File: src/rtl/sevenseg_scanner.sv
// Six-digit time-multiplexed 7-segment driver with time/date/weekday pages,
// a once-per-frame input snapshot, inter-digit blanking and set-mode blink.
module sevenseg_scanner #(
    parameter int SCAN_DIV     = 50000,
    parameter int BLANK        = 8,
    parameter int HOLD_FRAMES  = 1000,
    parameter int BLINK_FRAMES = 42
) (
    input  logic        clk,
    input  logic        rst,
    input  logic [23:0] time_bcd,
    input  logic [23:0] date_bcd,
    input  logic [2:0]  weekday,
    input  logic        pm,
    input  logic        fmt12,
    input  logic [1:0]  clk_mode,
    input  logic        view,
    output logic [5:0]  an,
    output logic [6:0]  seg,
    output logic        dp
);

    localparam int PW = (SCAN_DIV > 1) ? $clog2(SCAN_DIV) : 1;
    localparam int HW = $clog2(HOLD_FRAMES + 1);
    localparam int BW = (BLINK_FRAMES > 1) ? $clog2(BLINK_FRAMES) : 1;

    localparam logic [PW-1:0] PRESC_LAST = PW'(SCAN_DIV - 1);
    localparam logic [PW-1:0] BLANK_END  = PW'(BLANK);
    localparam logic [HW-1:0] HOLD_LIMIT = HW'(HOLD_FRAMES);
    localparam logic [BW-1:0] BLINK_LAST = BW'(BLINK_FRAMES - 1);

    // Non-BCD codes used only inside the weekday page word.
    localparam logic [3:0] NIB_DASH  = 4'hE;
    localparam logic [3:0] NIB_BLANK = 4'hF;

    typedef enum logic [1:0] {
        P_TIME = 2'd0,
        P_DATE = 2'd1,
        P_WDAY = 2'd2
    } page_t;

    logic [PW-1:0] r_presc;
    logic [2:0]    r_slot;
    page_t         r_page;
    logic [HW-1:0] r_hold;
    logic [BW-1:0] r_blink_cnt;
    logic          r_phase;
    logic          r_view_pend;
    logic [23:0]   r_snap;
    logic          r_fmt12;
    logic          r_pm;
    logic          r_blank;
    logic [5:0]    r_an;
    logic [6:0]    r_seg;
    logic          r_dp;

    logic          w_presc_wrap;
    logic          w_frame_start;
    logic          w_view;
    page_t         w_page_next;
    logic [HW-1:0] w_hold_next;
    logic [HW-1:0] w_hold_inc;
    logic [3:0]    w_wday_digit;
    logic [23:0]   w_word_next;
    logic          w_phase_next;
    logic [3:0]    w_nib;
    logic [6:0]    w_seg;
    logic          w_dp;
    logic          w_dark;
    logic [5:0]    w_an_sel;

    function automatic logic [6:0] f_decode(input logic [3:0] nib);
        case (nib)
            4'd0:    f_decode = 7'h40;
            4'd1:    f_decode = 7'h79;
            4'd2:    f_decode = 7'h24;
            4'd3:    f_decode = 7'h30;
            4'd4:    f_decode = 7'h19;
            4'd5:    f_decode = 7'h12;
            4'd6:    f_decode = 7'h02;
            4'd7:    f_decode = 7'h78;
            4'd8:    f_decode = 7'h00;
            4'd9:    f_decode = 7'h10;
            default: f_decode = 7'h3F;
        endcase
    endfunction

    assign w_presc_wrap  = (r_presc == PRESC_LAST);
    assign w_frame_start = w_presc_wrap && (r_slot == 3'd5);
    assign w_view        = r_view_pend | view;
    assign w_hold_inc    = r_hold + 1'b1;
    assign w_wday_digit  = {1'b0, weekday} + 4'd1;
    assign w_phase_next  = r_phase ^ (r_blink_cnt == BLINK_LAST);

    // Page decision for the coming frame; only registered at frame start.
    always_comb begin
        w_page_next = r_page;
        w_hold_next = r_hold;
        if (clk_mode == 2'b01) begin
            w_page_next = P_TIME;
            w_hold_next = '0;
        end else if (clk_mode == 2'b11) begin
            w_page_next = P_DATE;
            w_hold_next = '0;
        end else if (w_view) begin
            w_hold_next = '0;
            case (r_page)
                P_TIME:  w_page_next = P_DATE;
                P_DATE:  w_page_next = P_WDAY;
                default: w_page_next = P_TIME;
            endcase
        end else if (r_page != P_TIME) begin
            if (w_hold_inc == HOLD_LIMIT) begin
                w_page_next = P_TIME;
                w_hold_next = '0;
            end else begin
                w_hold_next = w_hold_inc;
            end
        end
    end

    always_comb begin
        w_word_next = time_bcd;
        case (w_page_next)
            P_DATE:  w_word_next = date_bcd;
            P_WDAY:  w_word_next = {NIB_BLANK, NIB_BLANK, NIB_DASH,
                                    w_wday_digit, NIB_DASH, NIB_BLANK};
            default: w_word_next = time_bcd;
        endcase
    end

    always_ff @(posedge clk or negedge rst) begin
        if (!rst) begin
            r_presc <= '0;
            r_slot  <= '0;
        end else begin
            r_presc <= w_presc_wrap ? '0 : r_presc + 1'b1;
            if (w_presc_wrap)
                r_slot <= (r_slot == 3'd5) ? 3'd0 : r_slot + 3'd1;
        end
    end

    always_ff @(posedge clk or negedge rst) begin
        if (!rst) begin
            r_page      <= P_TIME;
            r_hold      <= '0;
            r_blink_cnt <= '0;
            r_phase     <= 1'b0;
            r_view_pend <= 1'b0;
            r_snap      <= '0;
            r_fmt12     <= 1'b0;
            r_pm        <= 1'b0;
            r_blank     <= 1'b0;
        end else if (w_frame_start) begin
            r_page      <= w_page_next;
            r_hold      <= w_hold_next;
            r_blink_cnt <= (r_blink_cnt == BLINK_LAST) ? '0 : r_blink_cnt + 1'b1;
            r_phase     <= w_phase_next;
            r_view_pend <= 1'b0;
            r_snap      <= w_word_next;
            r_fmt12     <= fmt12;
            r_pm        <= pm;
            r_blank     <= (clk_mode != 2'b00) && w_phase_next;
        end else if (view) begin
            r_view_pend <= 1'b1;
        end
    end

    assign w_nib = r_snap[{r_slot, 2'b00} +: 4];

    always_comb begin
        w_seg = f_decode(w_nib);
        if (r_page == P_WDAY && w_nib == NIB_BLANK)
            w_seg = 7'h7F;
        else if (r_page == P_TIME && r_fmt12 && r_slot == 3'd5 && w_nib == 4'd0)
            w_seg = 7'h7F;

        w_dp = 1'b1;
        if ((r_slot == 3'd2 || r_slot == 3'd4) && r_page != P_WDAY)
            w_dp = 1'b0;
        else if (r_slot == 3'd0 && r_page == P_TIME && r_fmt12 && r_pm)
            w_dp = 1'b0;
    end

    generate
        for (genvar gi = 0; gi < 6; gi++) begin : g_an
            assign w_an_sel[gi] = (r_slot != 3'(gi));
        end
    endgenerate

    assign w_dark = (r_presc < BLANK_END) || r_blank;

    always_ff @(posedge clk or negedge rst) begin
        if (!rst) begin
            r_an  <= 6'h3F;
            r_seg <= 7'h7F;
            r_dp  <= 1'b1;
        end else if (w_dark) begin
            r_an  <= 6'h3F;
            r_seg <= 7'h7F;
            r_dp  <= 1'b1;
        end else begin
            r_an  <= w_an_sel;
            r_seg <= w_seg;
            r_dp  <= w_dp;
        end
    end

    assign an  = r_an;
    assign seg = r_seg;
    assign dp  = r_dp;

endmodule

File: config.mk
export PLATFORM = sky130hd
export DESIGN_NAME = sevenseg_scanner
export DESIGN_NICKNAME = d
export VERILOG_FILES = /design/src/rtl/sevenseg_scanner.sv
export SDC_FILE = /design/constraint.sdc
export NUM_CORES = 1
export LEC_CHECK = 0
export ABC_CLOCK_PERIOD_IN_PS = 2800
export CAP_MARGIN = 30
export CORE_ASPECT_RATIO = 1.2
export CORE_MARGIN = 5
export CORE_UTILIZATION = 45
export DETAILED_ROUTE_END_ITERATION = 7
export GPL_ROUTABILITY_DRIVEN = 0
export PLACE_DENSITY = 0.72
export SLEW_MARGIN = 0
export SYNTH_ARGS = -nofsm -noshare
export SYNTH_HDL_FRONTEND = slang
export SYNTH_SLANG_ARGS = --single-unit
File: constraint.sdc
create_clock -name clk -period 2.8 [get_ports clk]
set_input_delay 0.28 -clock clk [delete_from_list [all_inputs] [get_ports clk]]
set_output_delay 0.28 -clock clk [all_outputs]
set_load 0.05 [all_outputs]
* Word-level counts from Yosys, hierarchy flattened
Memory sizes are Yosys's and may differ from the RTL's.
Index checks and enable logic that the tools add are counted.
** Cells by class
- Add/subtract/negate cells :: 5
- Multipliers :: 0
- Divide/modulo/power cells :: 0
- $lt $le $gt $ge :: 1
- Eq/ne operators :: 19
- Shifts and indexed selects :: 1
- Mux-type cells :: 24
- Bitwise logic cells :: 2
- Reductions and logical operators :: 21
** Operators by type and width (number)
- $mux 10 :: 5
- $pmux 24 s2 :: 1
- $shiftx 24x6->4 :: 1
- $mux 7 :: 3
- $add 16x1->16 const B :: 1
- $eq 16x16->1 const B :: 1
- $lt 16x4->1 const B :: 1
- $mux 16 :: 1
- $mux 6 :: 2
- $add 10x1->10 const B :: 1
- $eq 10x10->1 const B :: 1
- $logic_and 1x1->1 :: 10
- $mux 2 :: 5
- $add 6x1->6 const B :: 1
- $eq 2x1->1 const B :: 3
- $eq 2x2->1 const B :: 3
- $eq 3x3->1 const B :: 2
- $eq 6x6->1 const B :: 1
- $ne 3x2->1 const B :: 2
- $ne 3x3->1 const B :: 2
- $reduce_bool 2->1 :: 3
- $mux 1 :: 5
- $add 3x1->4 const B :: 1
- $eq 4x4->1 const B :: 1
- other kinds (15) :: 16
** Word-level totals
- Flip-flop bits (word level) :: 80
- Bits in latches :: 0
- Bits in writable memories :: 0
- Bits in read-only memories :: 112
- Input port bits :: 58
- Output and inout bits :: 14
- Logic and storage cells :: 88
- Memories kept :: 1
** Memory list
- (no name shown) :: words 16, width 7, read ports 1, clocked after memory_dff 0, wr ports 0, RTL line 73 : case (nib)

* Longest topological paths before layout
Gate-level depths: netlist of the first run.
- Word-level depth :: 9
- Gate-level depth with buffers :: 14
- Mapped depth without buffers :: 12

* Least setup slack after synthesis of the first run
OpenSTA, ideal clock, no wires.
- Path type :: register to register
- Start :: register r_hold[0]
- End :: register r_snap[22]
- Library setup time :: 132 ps
- Data arrival time :: 2945 ps
- Data required time :: 2668 ps
- Setup slack :: -277 ps
- Cell stages (with the launch flop) :: 13
- Path buffers :: 3
- Period minus slack after synthesis :: 3077 ps
- Cells stage by stage :: dfrtp_1 > and2_1 > clkbuf_1 > or3_1 > a211oi_1 > a21oi_1 > a21o_1 > ha_1 > clkbuf_1 > buf_1 > nor2_1 > a21oi_1 > o21ai_1
** On the way
- Cells in the longest elaborated chain, start to end :: 9
- Elaborated cells between the ends (all ways) :: 10
- Those cells by class :: add/sub: 1; eq/ne: 3; mux: 6
** Ends and longest elaborated chain
- start, declared :: RTL line 45 : logic [HW-1:0] r_hold;
- start signal, assigned :: RTL line 156 : r_hold <= w_hold_next;
- $add 10x1->10 * :: RTL line 91 : assign w_hold_inc = r_hold + 1'b1;
- $eq 10x10->1 * :: RTL line 113 : if (w_hold_inc == HOLD_LIMIT) begin
- $mux 2 * :: RTL line 113
- $mux 2 * :: RTL line 112 : end else if (r_page != P_TIME) begin
- $mux 2 * :: RTL line 105 : end else if (w_view) begin
- $mux 2 * :: RTL line 102 : end else if (clk_mode == 2'b11) begin
- $mux 2 * :: RTL line 99 : if (clk_mode == 2'b01) begin
- via w_page_next[0] :: RTL line 60 : page_t w_page_next;
- $eq 2x2->1 / $eq 2x1->1 (equally long branches) :: RTL line 124 : case (w_page_next)
- $pmux 24 s2 * :: RTL line 124
- end signal, assigned :: RTL line 160 : r_snap <= w_word_next;
- end, declared :: RTL line 49 : logic [23:0] r_snap;
Mark *: on every way through the listed nets, which the timed path passes. The rest lies on a longest branch.
A chain may end at the register's enable or synchronous reset.

* Worst setup path in the final report of the first run
- Start :: register r_hold[0]
- End :: register r_snap[4]
Same word-level chain as after synthesis.

==> results of run 1 <==
## worst min path at each step
stage	start	to	cells after the start
floorplan	rst	r_blank	0
global placement	r_pm	r_pm	2
detailed placement	r_presc[0]	r_presc[0]	1
CTS	rst	r_blink_cnt[2]	1
global route	rst	r_blink_cnt[2]	2
finish	rst	r_blink_cnt[2]	2
## power breakdown
part / switching [mW] / internal, mW
registers: 0.0000000000000000220 / 1.16
clock network: 0.445 / 0.917
logic: 0.0801 / 0.103
## through the flow
stage          hold slack [ns]  power (mW)  utilization  instance area [um^2]
2_1_floorplan          -0.0156        1.24            -                  4360
3_3_place_gp             0.454        1.35        0.550                  5210
3_5_place_dp             0.470        1.35        0.550                  5210
4_1_cts                  0.160        2.72        0.588                  5570
5_1_grt                  0.294        2.80        0.595                  5630
6_report                 0.292        2.70        0.595                  5630
## state kept, by name, indices dropped and copies added, names as in the netlist
| register | cells |
|---|---|
| r_snap | 24 |
| r_presc | 16 |
| r_hold | 10 |
| seg | 7 |
| an | 6 |
| r_blink_cnt | 6 |
| r_slot | 3 |
| r_page | 2 |
| dp | 1 |
| r_blank | 1 |
| r_fmt12 | 1 |
| r_phase | 1 |
| r_pm | 1 |
| r_view_pend | 1 |
## kinds of logic (layout without fill, tap and decap cells)
kind of cell | count (synthesis) | after routing
AND/OR/NAND/NOR | 198 | 198
AO/OA/AOI/OAI | 128 | 128
flip-flops | 80 | 80
buffers and inverters | 40 | 114
XOR/XNOR | 19 | 19
adder cells (fa/ha/maj) | 14 | 14
multiplexers | 11 | 11
## metal layers
layer / track usage / up-vias / routed length (um)
met5: 0 / - / 0
met4: 0.0897 / 0 / 284
met3: 0.0356 / 23 / 552
met2: 0.270 / 120 / 4560
met1: 0.230 / 1737 / 4360
li1: - / 1839 / -
## synth_stat cells, types with 2 or more instances
library cell / n
a211oi_1: 2
a21oi_1: 53
a22oi_1: 4
a31oi_1: 8
and2_1: 6
and3_1: 4
buf_1: 4
buf_2: 3
clkbuf_1: 18
dfrtp_1: 66
dfstp_2: 14
ha_1: 14
inv_1: 15
mux2i_1: 6
mux4_2: 4
nand2_1: 66
nand2b_1: 4
nand3_1: 24
nand4_1: 11
nor2_1: 54
nor2b_1: 5
nor3_1: 4
o21ai_0: 13
o21ai_1: 34
o22ai_1: 2
o31ai_1: 6
or2_2: 4
or3_1: 5
xnor2_1: 5
xor2_1: 14
## cell type report
type,instances,area share
clock buffer,11,0.0449
inverter,15,0.0100
timing repair buffer,83,0.148
tap,123,0.0273
multi-input combinational,370,0.393
clock inverter,5,0.0182
sequential,80,0.359
## timing repair
item,in CTS,in global routing
endpoints found under the setup margin,22,25
endpoints found under the hold margin,0,4
resized for setup,1,5
cloned,0,0
hold buffers,0,1
pin swaps,0,2
==> flow_metrics.env, run 1 <==
export IMPL_rsz0062_at_grt="false"
export IMPL_diodes=0
export IMPL_fin_crit_ns=2.64
export IMPL_final_common_cell="clkdlybuf4s50_1"
export IMPL_crit_arrival_ns=2.84
export IMPL_synth_mux_area_frac=0.0372
export IMPL_wl_per_cell_um=14.2
export IMPL_synth_seq_cells=80
export IMPL_synth_edf_count=0
export IMPL_portBuffers=71
export IMPL_hold_violations=0
export IMPL_synth_area_leaders="dfrtp_1 (38%), dfstp_2 (8.5%), a21oi_1 (6.1%)"
export IMPL_placed_cells=669
export IMPL_place_ws_ns=-0.105
export IMPL_status="finished, final reports clean"
export IMPL_setup_viol_count_final=0
export IMPL_path_class="flip-flop to flip-flop"
export IMPL_dpl_hpwl_um=7140
export IMPL_grt_max_degree=81
export IMPL_crit_family="compound AO/OA/AOI/OAI gates"
export IMPL_period_share=0.941
export IMPL_endpoint="r_snap[4]"
export IMPL_syn_nets=562
export IMPL_cts_tree="yes"
export IMPL_path_clk_slew_ns=0.06
export IMPL_syn_avg_cell_area_um2=8.86
export IMPL_total_leakage_power_nw=2.42
export IMPL_nFillCells=830
export IMPL_cts_buffer_depth=2
export IMPL_stdcell_count=687
export IMPL_multi_input_area_um2=2210
export IMPL_antenna_found_initial=0
export IMPL_grt_usage=0.175
export IMPL_detail_route_antenna_nets=0
export IMPL_cts_root_buffer="clkbuf_16"
export IMPL_start_util=0.459
export IMPL_num_nets_final=631
export IMPL_critPathLaunch="r_hold[0]"
export IMPL_max_stage_delay_ns=0.41
export IMPL_synth_simple_area_share=0.219
export IMPL_coreArea_um2=9470
export IMPL_yosys_area_top_type="dfrtp_1"
export IMPL_synth_cells=490
export IMPL_synth_top_cell_area_share=0.380
export IMPL_powerDensity_nw_per_um2=480
export IMPL_critPathMaxFanout=47
export IMPL_dieArea_um2=11700
export IMPL_area_delta_synth_final_pct=29.7
export IMPL_cts_sinks=80
export IMPL_grt_pass1_wl_um=16700
export IMPL_rr_endpoint="r_snap[4]"
export IMPL_cts_setup_buffers=0
export IMPL_worstPathCellList="and2_1 > or3_1 > a211oi_4 > a21oi_2 > a21o_1 > ha_1 > buf_12 > nor2b_1 > a22oi_1 > o21ai_1"
export IMPL_critPathBufInv=1
export IMPL_reg2reg_depth=10
export IMPL_ys_warn_count=0
export IMPL_peakVddDrop_uv=269
export IMPL_dr_first_iter_drc_count=141
export IMPL_worstSkewPairLatency_ns=0.33
export IMPL_setup_tns_ns=0
export IMPL_htree_levels=3
export IMPL_cap_violations=0
export IMPL_ys_seq_area_frac=0.465
export IMPL_gr_total_overflow=0
export IMPL_ioPinCount=72
export IMPL_drive_gt1_frac=0.113
export IMPL_end_kind="flip-flop"
export IMPL_finalClockSkew_ns=0.00676
export IMPL_tightest_slew_ns=0.732
export IMPL_rows=39
export IMPL_synth_xor_area_frac=0.0383
export IMPL_synthAdderAreaFrac=0.0403
export IMPL_drt_total_wl_um=9760
export IMPL_reg2reg_from="r_hold[0]"
export IMPL_cp_depth=10
export IMPL_grt_pass1_vias=3614
export IMPL_timing_reg2reg_setup_slack_ns=0.16
export IMPL_synth_ff_type="dfrtp_1"
export IMPL_synth_cell_types=48
export IMPL_relSlewSlack=0.508
export IMPL_async_flop_share=1.00
export IMPL_synth_top_family_by_area="simple AND/OR/NAND/NOR gates"
export IMPL_cts_buffers=9
export IMPL_seq_area_um2=2020
export IMPL_clock_fmax_mhz=379
export IMPL_die_height_um=118
export IMPL_vias=3719
export IMPL_synth_compound_area_share=0.164
export IMPL_drc=0
export IMPL_hold_class="input port to async pin"
export IMPL_fin_ws_ns=0.164
export IMPL_syn_area_um2=4340
export IMPL_cp_slowest_cell="dfrtp_1"
export IMPL_die_w_um=99.7
export IMPL_start_kind="flip-flop"
export IMPL_vias_per_cell=5.41
export IMPL_crit_required_ns=3.00
export IMPL_dr_pass1_iters=5
export IMPL_final_max_slew_viol_count=0
export IMPL_final_cell_mix="clkdlybuf4s50_1 (70), nand2_1 (66), dfrtp_1 (66)"
Note: power is estimated with default switching activity, not from simulation.
==> run 2, diff against run 1 <==
GPL_TIMING_DRIVEN = 0   (was unset)
==> run 2 against run 1 <==
Non-clock buffer count up 14. Wire length rose by 8.4%. Hold slack better by 0.12 ns.
==> flow_metrics.env, run 2 (synthesized netlist as in run 1, its figures left out) <==
export IMPL_status="finished, final reports clean"
export IMPL_peakVddDrop_uv=259
export IMPL_num_nets_final=645
export IMPL_p_sw_frac=0.202
export IMPL_hold_violations=0
export IMPL_clock_fmax_mhz=372
export IMPL_grt_pass1_vias=3970
export IMPL_dr_pass1_iters=5
export IMPL_cts_root_buffer="clkbuf_16"
export IMPL_grt_max_degree=56
export IMPL_dpl_hpwl_um=8020
export IMPL_path_clk_slew_ns=0.06
export IMPL_drive_gt1_frac=0.144
export IMPL_final_cell_mix="clkdlybuf4s50_1 (70), nand2_1 (65), dfrtp_1 (64)"
export IMPL_portBuffers=71
export IMPL_dieArea_um2=11700
export IMPL_critPathBufInv=2
export IMPL_cts_sinks=80
export IMPL_reg_top3="r_snap: 24 flops, r_presc: 16 flops, r_hold: 10 flops"
export IMPL_crit_family="compound AO/OA/AOI/OAI gates"
export IMPL_routed_top_layer="met4"
export IMPL_p_int_mw=2.08
export IMPL_crit_arrival_ns=2.89
export IMPL_vias=3795
export IMPL_rr_endpoint="r_snap[23]"
export IMPL_drt_total_wl_um=10600
export IMPL_place_ws_ns=-0.500
export IMPL_timing_reg2reg_setup_slack_ns=0.11
export IMPL_relSlewSlack=0.557
export IMPL_final_common_cell="clkdlybuf4s50_1"
export IMPL_rsz0062_at_grt="true"
export IMPL_fin_crit_ns=2.69
export IMPL_crit_required_ns=3.00
export IMPL_grt_usage=0.191
export IMPL_fin_ws_ns=0.110
export IMPL_die_w_um=99.7
export IMPL_ioPinCount=72
export IMPL_switching_power_mw=0.526
export IMPL_coreArea_um2=9470
export IMPL_worstPathCellList="and2_4 > or3_4 > a211oi_4 > nand2_2 > a31oi_4 > inv_2 > ha_4 > buf_4 > a21oi_1 > nor2_1 > a21oi_1 > o21ai_1"
export IMPL_top_register="r_snap"
export IMPL_power_share_combinational=0.078
export IMPL_critPathMaxFanout=10
export IMPL_met3WireLength_um=562
export IMPL_pwr_share_seq=0.444
export IMPL_drc=0
export IMPL_diodes=0
export IMPL_powerDensity_nw_per_um2=454
export IMPL_wl_met1_um=4380
export IMPL_path_class="flip-flop to flip-flop"
export IMPL_worstSkewPairLatency_ns=0.33
export IMPL_reg2reg_depth=12
export IMPL_dr_first_iter_drc_count=209
export IMPL_cts_tree="yes"
export IMPL_grt_pass1_wl_um=18300
export IMPL_htree_levels=3
export IMPL_finalClockSkew_ns=0.00743
export IMPL_final_util=0.607
export IMPL_cts_buffers=9
export IMPL_end_kind="flip-flop"
export IMPL_tightest_slew_ns=0.656
export IMPL_gr_total_overflow=0
export IMPL_wl_per_cell_um=15.1
export IMPL_dr_wl_met2_um=5420
export IMPL_setup_viol_count_final=0
export IMPL_cts_buffer_depth=2
export IMPL_start_util=0.459
export IMPL_cp_slowest_cell="dfrtp_2"
export IMPL_largest_reg_flops=24
export IMPL_rows=39
export IMPL_cap_violations=0
export IMPL_start_kind="flip-flop"
export IMPL_total_leakage_power_nw=2.44
export IMPL_final_max_slew_viol_count=0
export IMPL_vias_per_cell=5.41
export IMPL_die_height_um=118
export IMPL_max_stage_delay_ns=0.43
export IMPL_hold_class="input port to async pin"
export IMPL_area_delta_synth_final_pct=32.3
export IMPL_cpMostUsedCell="a21oi_1"
export IMPL_detail_route_antenna_nets=0
export IMPL_antenna_found_initial=0
export IMPL_reg2reg_from="r_hold[0]"
export IMPL_clockPowerShare=0.477
export IMPL_period_share=0.961
-- run 2: power groups by stage --
| stage | clock [mW] | sequential [mW] | combinational [mW] |
|---|---|---|---|
| final | 1.24 | 1.16 | 0.204 |
| after floorplan | 0 | 1.18 | 0.0580 |
| after global placement | 0 | 1.18 | 0.176 |
| after detailed placement | 0 | 1.18 | 0.184 |
| after CTS | 1.27 | 1.16 | 0.191 |
| after global routing | 1.32 | 1.16 | 0.225 |
-- run 2: how the worst max path moves through the flow --
stage                             to  startpoint  depth (start not counted)
after detailed placement   r_snap[1]   r_hold[0]                         13
after global routing      r_snap[10]   r_hold[1]                         14
final                     r_snap[23]   r_hold[0]                         12
after floorplan           r_snap[10]   r_hold[0]                         11
after CTS                 r_snap[10]   r_hold[0]                         12
after global placement     r_snap[1]         rst                          1
-- run 2: routing by layer --
layer | GRT usage | vias up
met1 | 0.232 | 1802
met3 | 0.0403 | 15
li1 | - | 1874
met2 | 0.323 | 104
met4 | 0.0811 | 0
met5 | 0 | -
-- run 2: per-stage QoR --
step / cells / hold slack, ns / power [mW] / instance area, um^2 / TNS [ns]
floorplan: 490 / -0.0156 / 1.24 / 4360 / 0
CTS: 701 / 0.418 / 2.62 / 5650 / 0
finish: 701 / 0.412 / 2.60 / 5740 / 0
global placement: 684 / 0.455 / 1.35 / 5220 / -96.21
detailed placement: 685 / 0.222 / 1.36 / 5250 / -11.52
global route: 701 / 0.436 / 2.70 / 5740 / -0.119
-- run 2: cell type report --
cell class	count	area [um^2]
clock inverters	3	67.6
inverters	15	56.3
clock buffers	13	250
plain buffers	21	131
repair buffers	76	768
multi-input cells	370	2290
fillers	821	3720
flip-flops and latches	80	2020
well taps	123	154
-- run 2: timing repair --
item,CTS,global route
setup endpoints to repair,31,31
hold buffers,1,0
endpoints found under the hold margin,25,0
pin swaps,4,5
buffers inserted,2,1
gates resized for setup,22,29
==> run 3, diff against run 2 <==
CORE_ASPECT_RATIO = 0.6   (was 1.2)
==> run 3 against run 2 <==
Worst setup slack lost 0.036 ns. Wire length rose by 8.6%. Highest routed layer unchanged. Final area up 1.7%. Via count up 2.7%. Utilization is 2.2 points higher. Combinational power increased by 11%. Maximum frequency decreased by 1.3%. Largest power group is now registers. Sequential power is essentially flat. Clock skew is 0.00067 ns lower.
==> flow_metrics.env, run 3 (synthesized netlist as in run 1, its figures left out) <==
export IMPL_drc=0
export IMPL_cts_root_buffer="clkbuf_16"
export IMPL_crit_arrival_ns=2.93
export IMPL_largest_reg_flops=24
export IMPL_rsz0062_at_grt="true"
export IMPL_top_register="r_snap"
export IMPL_detail_route_antenna_nets=0
export IMPL_grt_pass1_wl_um=19600
export IMPL_dieArea_um2=11800
export IMPL_end_kind="flip-flop"
export IMPL_area_delta_synth_final_pct=34.5
export IMPL_final_cell_mix="clkdlybuf4s50_1 (70), nand2_1 (65), dfrtp_1 (64)"
export IMPL_diodes=0
export IMPL_timing_reg2reg_setup_slack_ns=0.07
export IMPL_place_ws_ns=-0.478
export IMPL_cp_slowest_cell="dfrtp_2"
export IMPL_critPathMaxFanout=10
export IMPL_cts_buffer_depth=2
export IMPL_grt_usage=0.210
export IMPL_crit_required_ns=3.00
export IMPL_powerDensity_nw_per_um2=433
export IMPL_endpoint="r_snap[2]"
export IMPL_nFillCells=786
export IMPL_setup_viol_count_final=0
export IMPL_status="finished, final reports clean"
export IMPL_seq_area_um2=2020
export IMPL_fin_ws_ns=0.0742
export IMPL_start_util=0.467
export IMPL_cts_buffers=9
export IMPL_dpl_cell_area_um2=5260
export IMPL_portBuffers=71
export IMPL_vias=3897
export IMPL_wl_per_cell_um=16.1
export IMPL_finalClockSkew_ns=0.00675
export IMPL_tightest_slew_ns=0.728
export IMPL_coreArea_um2=9290
export IMPL_grt_max_degree=54
export IMPL_multi_input_area_um2=2340
export IMPL_path_clk_slew_ns=0.06
export IMPL_cts_tree="yes"
export IMPL_period_share=0.973
export IMPL_path_class="flip-flop to flip-flop"
export IMPL_grt_pass1_vias=3881
export IMPL_worstPathCellList="and2_4 > or3_4 > a211oi_4 > a21oi_4 > a21o_1 > ha_2 > buf_8 > buf_8 > nor2_1 > a21oi_2 > o21ai_1"
export IMPL_max_stage_delay_ns=0.44
export IMPL_dpl_hpwl_um=8380
export IMPL_antenna_found_initial=0
export IMPL_gr_total_overflow=0
export IMPL_start_kind="flip-flop"
export IMPL_vias_per_cell=5.46
export IMPL_num_nets_final=652
export IMPL_hold_class="input port to async pin"
export IMPL_final_common_cell="clkdlybuf4s50_1"
export IMPL_reg2reg_depth=11
export IMPL_reg_top3="r_snap: 24 flops, r_presc: 16 flops, r_hold: 10 flops"
export IMPL_peakVddDrop_uv=301
export IMPL_worstSkewPairLatency_ns=0.34
export IMPL_reg2reg_from="r_hold[1]"
export IMPL_cts_sinks=80
export IMPL_drt_total_wl_um=11500
export IMPL_critPathLaunch="r_hold[1]"
export IMPL_dr_first_iter_drc_count=244
export IMPL_dr_pass1_iters=5
export IMPL_cpMostUsedCell="buf_8"
export IMPL_fin_area_um2=5840
export IMPL_cap_violations=0
export IMPL_total_leakage_power_nw=2.49
export IMPL_final_max_slew_viol_count=0
export IMPL_die_height_um=86.1
export IMPL_die_w_um=137
export IMPL_relSlewSlack=0.511
export IMPL_clock_fmax_mhz=367
export IMPL_htree_levels=3
export IMPL_ioPinCount=72
export IMPL_rows=27
export IMPL_drive_gt1_frac=0.175
export IMPL_fin_crit_ns=2.73
export IMPL_hold_violations=0
export IMPL_rr_endpoint="r_snap[2]"
run 3: worst min-delay path by stage:
stage | start | end | slack, ns | depth (start not counted)
after CTS | rst | r_presc[12] | 0.41 | 2
after global placement | r_pm | r_pm | 0.46 | 2
after detailed placement | rst | r_presc[12] | 0.22 | 1
after floorplan | rst | r_blank | -0.02 | 0
final | rst | r_presc[12] | 0.41 | 2
after global routing | rst | r_slot[2] | 0.45 | 2
run 3: what timing repair did:
item                       in CTS  in global routing
setup endpoints to repair      31                 33
pin swaps                       4                  2
resized for setup              42                 23
hold endpoints to repair       13                  0
setup buffers                   5                  5
hold buffers                    1                  0
run 3: cell type report:
class,instances,area share
Buffer,21,0.0253
Clock buffer,11,0.0416
Clock inverter,4,0.00771
Inverter,15,0.00964
Multi-Input combinational cell,370,0.401
Sequential cell,80,0.346
Tap cell,130,0.0279
Timing Repair Buffer,83,0.141
run 3: per-layer routing:
metal,vias to the layer above,share of wire,global-route usage
met5,-,0,0
met4,0,0.011,0.0516
met3,11,0.080,0.0645
met2,140,0.42,0.308
met1,1858,0.49,0.302
li1,1888,-,-
run 3: where the power goes:
group	switching [mW]	leakage, nW	internal, mW
logic	0.105	1.45	0.120
clock network	0.439	0.145	0.705
registers	0.0000000000000000233	0.895	1.16
total	0.544	2.49	1.98
run 3: per-stage QoR:
| step | hold WS [ns] | total power [mW] | setup TNS, ns | util | cells |
|---|---|---|---|---|---|
| CTS | 0.413 | 2.54 | 0 | 0.618 | 710 |
| detailed placement | 0.225 | 1.37 | -11.66 | 0.566 | 692 |
| floorplan | -0.0156 | 1.24 | 0 | - | 490 |
| finish | 0.410 | 2.53 | 0 | 0.629 | 714 |
| global route | 0.449 | 2.62 | -0.196 | 0.629 | 714 |
| global placement | 0.459 | 1.36 | -97.67 | 0.563 | 691 |
run 3: critical path, delay by kind of cell, from the launching register on:
kind                       cells  cell delay, ns
and+or+nand+nor                3            0.61
AOI/OAI and AO/OA              5            0.91
DFF                            1            0.44
buffers and inverters          2            0.28
adders and majority gates      1            0.36
